**config.mk**
```make
export PLATFORM = sky130hd
export DESIGN_NAME = clkdiv_prog
export DESIGN_NICKNAME = d
export VERILOG_FILES = /design/src/rtl/clkdiv_pkg.sv /design/src/rtl/clkdiv_chan.sv /design/src/rtl/clkdiv_prog.sv
export SDC_FILE = /design/constraint.sdc
export NUM_CORES = 1
export LEC_CHECK = 0
export BUFFER_PORTS_ARGS = -buffer_cell sky130_fd_sc_hd__clkbuf_2
export CAP_MARGIN = 10
export CORE_UTILIZATION = 39
export CTS_BUF_LIST = sky130_fd_sc_hd__clkbuf_16
export CTS_CLUSTER_DIAMETER = 40
export DETAILED_ROUTE_END_ITERATION = 8
export PLACE_DENSITY_LB_ADDON = 0.12
export SYNTH_ARGS = -nofsm -noshare
export SYNTH_HDL_FRONTEND = slang
export SYNTH_SLANG_ARGS = --single-unit
```
**constraint.sdc**
```tcl
create_clock -name clk -period 3.9 [get_ports clk]
set_input_delay 0 -clock clk [delete_from_list [all_inputs] [get_ports clk]]
set_output_delay 0 -clock clk [all_outputs]
set_load 0.02 [all_outputs]
```
**src/rtl/clkdiv_pkg.sv**
```systemverilog
// Shared defaults and mode encoding for the programmable clock divider.
package clkdiv_pkg;

  localparam int unsigned CNT_W_DEF = 32;
  localparam int unsigned N_CH_DEF  = 4;
  localparam int unsigned DIV_W_DEF = 16;

  typedef enum logic {
    MODE_PULSE = 1'b0,
    MODE_SQ    = 1'b1
  } mode_e;

endpackage

```
**src/rtl/clkdiv_chan.sv**
```systemverilog
// One divider channel: active/shadow config, period counter, tick and square outputs.
module clkdiv_chan
  import clkdiv_pkg::*;
#(
  parameter int unsigned DIV_W = DIV_W_DEF
) (
  input  logic             clk,
  input  logic             rst,
  input  logic             en,
  input  logic             we,
  input  logic [DIV_W-1:0] wdiv,
  input  logic             wmode,
  output logic             tick,
  output logic             sq,
  output logic             pend
);

  logic [DIV_W-1:0] div_q;
  logic [DIV_W-1:0] sdiv_q;
  logic [DIV_W-1:0] cnt_q;
  mode_e            mode_q;
  mode_e            smode_q;

  logic             tc_c;
  logic [DIV_W-1:0] nxt_div_c;
  mode_e            nxt_mode_c;
  logic             sq_apply_c;

  assign tc_c = en && (div_q != '0) && (cnt_q == div_q - DIV_W'(1));

  // A write landing on the TC edge overrides whatever sits in the shadow.
  assign nxt_div_c  = we ? wdiv : sdiv_q;
  assign nxt_mode_c = we ? mode_e'(wmode) : smode_q;

  // Square phase survives an apply only if the channel stays in square mode.
  assign sq_apply_c = (nxt_div_c != '0) && (nxt_mode_c == MODE_SQ) &&
                      (mode_q == MODE_SQ) && !sq;

  always_ff @(posedge clk) begin
    if (rst) begin
      div_q   <= '0;
      sdiv_q  <= '0;
      cnt_q   <= '0;
      mode_q  <= MODE_PULSE;
      smode_q <= MODE_PULSE;
      tick    <= 1'b0;
      sq      <= 1'b0;
      pend    <= 1'b0;
    end else begin
      tick <= tc_c;
      if (we) begin
        sdiv_q  <= wdiv;
        smode_q <= mode_e'(wmode);
      end
      if (div_q == '0) begin
        cnt_q <= '0;
        sq    <= 1'b0;
        pend  <= 1'b0;
        if (we) begin
          div_q  <= wdiv;
          mode_q <= mode_e'(wmode);
        end
      end else if (tc_c) begin
        cnt_q <= '0;
        pend  <= 1'b0;
        if (we || pend) begin
          div_q  <= nxt_div_c;
          mode_q <= nxt_mode_c;
          sq     <= sq_apply_c;
        end else begin
          sq <= (mode_q == MODE_SQ) ? !sq : 1'b0;
        end
      end else begin
        if (en) cnt_q <= cnt_q + DIV_W'(1);
        if (we) pend <= 1'b1;
      end
    end
  end

endmodule

```
**src/rtl/clkdiv_prog.sv**
```systemverilog
// Free-running counter plus N_CH programmable divider channels with shadowed config.
module clkdiv_prog
  import clkdiv_pkg::*;
#(
  parameter int unsigned CNT_W = CNT_W_DEF,
  parameter int unsigned N_CH  = N_CH_DEF,
  parameter int unsigned DIV_W = DIV_W_DEF
) (
  input  logic                                 clk,
  input  logic                                 rst,
  input  logic                                 en,
  input  logic                                 cfg_we,
  input  logic [$clog2(N_CH > 1 ? N_CH : 2)-1:0] cfg_ch,
  input  logic [DIV_W-1:0]                     cfg_div,
  input  logic                                 cfg_mode,
  output logic [CNT_W-1:0]                     clkdiv,
  output logic [N_CH-1:0]                      tick,
  output logic [N_CH-1:0]                      sq,
  output logic [N_CH-1:0]                      cfg_pend
);

  localparam int unsigned CH_W = $clog2(N_CH > 1 ? N_CH : 2);

  always_ff @(posedge clk) begin
    if (rst)     clkdiv <= '0;
    else if (en) clkdiv <= clkdiv + CNT_W'(1);
  end

  // Out-of-range channel numbers match no instance and are dropped.
  for (genvar i = 0; i < N_CH; i++) begin : g_ch
    logic we_c;
    assign we_c = cfg_we && (cfg_ch == CH_W'(i));

    clkdiv_chan #(
      .DIV_W(DIV_W)
    ) u_chan (
      .clk  (clk),
      .rst  (rst),
      .en   (en),
      .we   (we_c),
      .wdiv (cfg_div),
      .wmode(cfg_mode),
      .tick (tick[i]),
      .sq   (sq[i]),
      .pend (cfg_pend[i])
    );
  end

endmodule

```
==> results by group <==
Floorplan
  • Initial core utilization: 40.0%
  • Row cnt: 66
  • Core Footprint: about 33000 sq um
  • Area of the die: about 34000 sq um
  • Die H: around 190 um
  • Ports: 67
  • Die W: between 150 and 200 um

Synthesis
  • Synth area leader: dfxtp_1
  • Ys flop type: dfxtp_1
  • Largest cells by area after synthesis: dfxtp_1, xor2_1, nand2_1, nor2_1, xnor2_1
  • Synthesized instance count: between 1500 and 2000
  • Count leader, synth: dfxtp_1
  • Distinct cells, synth: 79
  • Synthesized area: 13100 sq um
  • Syn Area/Cell: 8.29 sq um
  • Number of synthesized flops with an enable pin: 0
  • Flops & latches, synth: 244
  • Yosys warns: 0
  • Synth top area share: 37.1%
  • Ys async rst share: 0%
  • Sequential fraction of the synthesis area: 37.1%
  • Syn nets: around 1600
  • Post-synth top cells: dfxtp_1, nand2_1, nor2_1, xor2_1, a21oi_1

Final layout
  • Fin nets: 1661
  • Final core utilization: ~47%
  • Layout cells sized above 1: 14.3%
  • # fillers: 3267
  • Area growth syn-to-layout: 16.3%
  • Antenna cells: 0

STA
  • Final Hold Vio Count: 0
  • Setup repair after global routing missed its margin: false
  • Actual slew at the worst max-slew pin: between 1 and 1.5 ns
  • Final min period: between 3 and 4 ns
  • Worst Clk Skew: about 0.016 ns
  • Period Utilization, post-route: a little over four fifths
  • # setup viols final: 0
  • Setup TNS Final: 0 ns
  • Worst rel slew slack: 24.3%
  • Final slew viol count: 0
  • Fmax: 305 MHz

Critical path
  • Reg2reg path depth: 8
  • CP Capture Type: flop
  • Critical path class: flop to flop
  • Reg2reg end: g_ch[0].u_chan.div_q[6]
  • Worst Setup SP: g_ch[0].u_chan.div_q[6]
  • Reg-to-reg slack, setup: approximately 0.63 ns
  • CP Data Required Time: between 4 and 5 ns
  • Crit path launch type: flop
  • Crit Reg-Reg Startpoint: g_ch[0].u_chan.div_q[6]
  • Arr. time, crit path: roughly 3.7 ns
  • Crit path max fanout: 13

Clock tree
  • Clock tree sinks: 244
  • Worst-skew pair later-pin latency: around 0.55 ns
  • Post-CTS sizing: 0
  • Clock Path Buffers: 3
  • CTS Hold Buffers Added: 20
  • CTS tree: done
  • CTS Root Cell: clkbuf_16
  • Clk pin slew, worst setup/hold paths: around 0.05 ns
  • Number of CTS-inserted buffers: 43
  • H-tree levels: 2
  • Setup bufs post-CTS: 0

Drt
  • Drt drc: 0
  • Total Wirelength: around 34 mm
  • Drt wl/cell: 16.2 um
  • Met3 routed wirelength: around 1.6 mm
  • DR vias/cell: roughly 5.4
  • Highest Signal Layer: met4
  • DRT Pass-1 Iters: 4
  • Metal-1 WL: ~16 mm
  • Antenna-violating nets left: 0
  • Total number of vias: ~11000
  • Routed wl met2: 15.7 mm
  • Iter 0 DRT Violations: 543

Power and ir drop
  • Lkg Pwr: 5.83 nW
  • PwrDens: about 530 nW/um^2
  • Max rail drop VDD: 0.000332 V

Worst hold path
  • Hold wc startpoint: cfg_ch[1]
  • Hold Crit Class: input port to flop
  • Worst Hold Depth: 5
  • Hold path endpoint: g_ch[1].u_chan.sdiv_q[14]

Placement
  • PortBufs: 66
  • Post-DP HPWL: about 23 mm
  • RePlAce Congestion: approximately 0.85

Job
  • Max-Cap Viols: 0

Status
  • Outcome: complete, no violations

GRT
  • Initial antenna violation count: 0
  • Vias in the first global route: ~11000
  • Total grt overflow: 0
  • Largest net degree at the start of global routing: 74
  • First-pass GRT wire length: ~56 mm
  • Global-route usage over all layers: about a fifth
==> power by group <==
group | leakage (nW) | internal, mW | switching (mW)
Combinational | 3.15 | 0.781 | 1.05
Clock | 0.706 | 2.28 | 1.31
Sequential | 1.97 | 2.60 | 0.152
Total | 5.83 | 5.66 | 2.51
==> layout by cell type, fill, tap and decap left out, drive strengths merged, types with 11 or more instances in the layout <==
cell type    instances
dfxtp              244
nand2              205
nor2               174
clkbuf             108
xor2                92
a21oi               86
xnor2               68
inv                 64
nand3               54
mux2                49
nor4                45
a211oi              43
mux2i               39
nand4               36
nor3                36
nand2b              28
or3                 24
and3                22
buf                 22
dlygate4sd3         20
a22oi               17
o21ai               16
o32ai               15
o2bb2ai             14
clkinv              11
==> flip-flops by register name, summed over array words and instances (netlist names) <==
name,count
g_ch.u_chan.sq,4
g_ch.u_chan.mode_q,4
g_ch.u_chan.cnt_q,64
clkdiv,32
g_ch.u_chan.sdiv_q,64
g_ch.u_chan.pend,4
g_ch.u_chan.div_q,64
g_ch.u_chan.smode_q,4
g_ch.u_chan.tick,4
==> through the flow <==
stage	total power, mW	instances	hold slack, ns	instance area (sq um)	setup WS [ns]
floorplan	4.22	1586	0.224	13100	0.903
global placement	4.61	2006	0.416	13700	0.694
finish	8.17	2103	0.0900	15300	0.626
global route	8.59	2103	0.117	15300	0.242
CTS	8.28	2103	0.0778	15300	0.577
detailed placement	4.61	2006	0.416	13700	0.596
==> layout make-up <==
class                      count  area, sq um  area share (%)
clock buffer                  43         1080            7.04
multi-input combinational   1187         7620            49.8
inverter                      46          173            1.13
clock inverter                34          294            1.92
sequential                   244         4880            31.9
tap                          442          553            3.62
timing repair buffer         107          694            4.54
==> metal layers <==
metal / up-vias / track usage (%)
met5: - / 0
li1: 5668 / -
met2: 216 / 33.6
met4: 0 / 5.64
met3: 44 / 3.38
met1: 5333 / 27.0
==> cells by family (layout without fill, tap and decap cells) <==
logic type	after synthesis	after routing	share of synthesized area, %
AND/OR/NAND/NOR	681	681	25.8
AO/OA/AOI/OAI	249	249	13.3
flip-flops	244	244	37.1
XOR/XNOR	160	160	10.7
buffers and inverters	155	230	5.05
multiplexers	88	88	7.17
adder cells (fa/ha/maj)	9	9	0.856
==> worst max-delay path by stage <==
stage / to / slack (ns) / cells past startpoint
after CTS: g_ch[0].u_chan.cnt_q[11] / 0.58 / 7
after floorplan: g_ch[0].u_chan.div_q[6] / 0.90 / 11
after detailed placement: g_ch[0].u_chan.cnt_q[11] / 0.60 / 7
after global placement: g_ch[0].u_chan.cnt_q[10] / 0.69 / 7
after global routing: g_ch[3].u_chan.cnt_q[0] / 0.24 / 10
final: g_ch[0].u_chan.div_q[6] / 0.63 / 8
==> worst max-delay path, cell delays in order (launching register included) <==
cell	delay, ns
dfxtp_1	0.38
or4_1	0.71
nor4_1	0.41
mux2i_1	0.27
o2bb2ai_2	0.11
nor4_4	0.54
a21oi_2	0.10
or3_4	0.50
o2bb2ai_1	0.17
(Power assumes the default switching activity.)
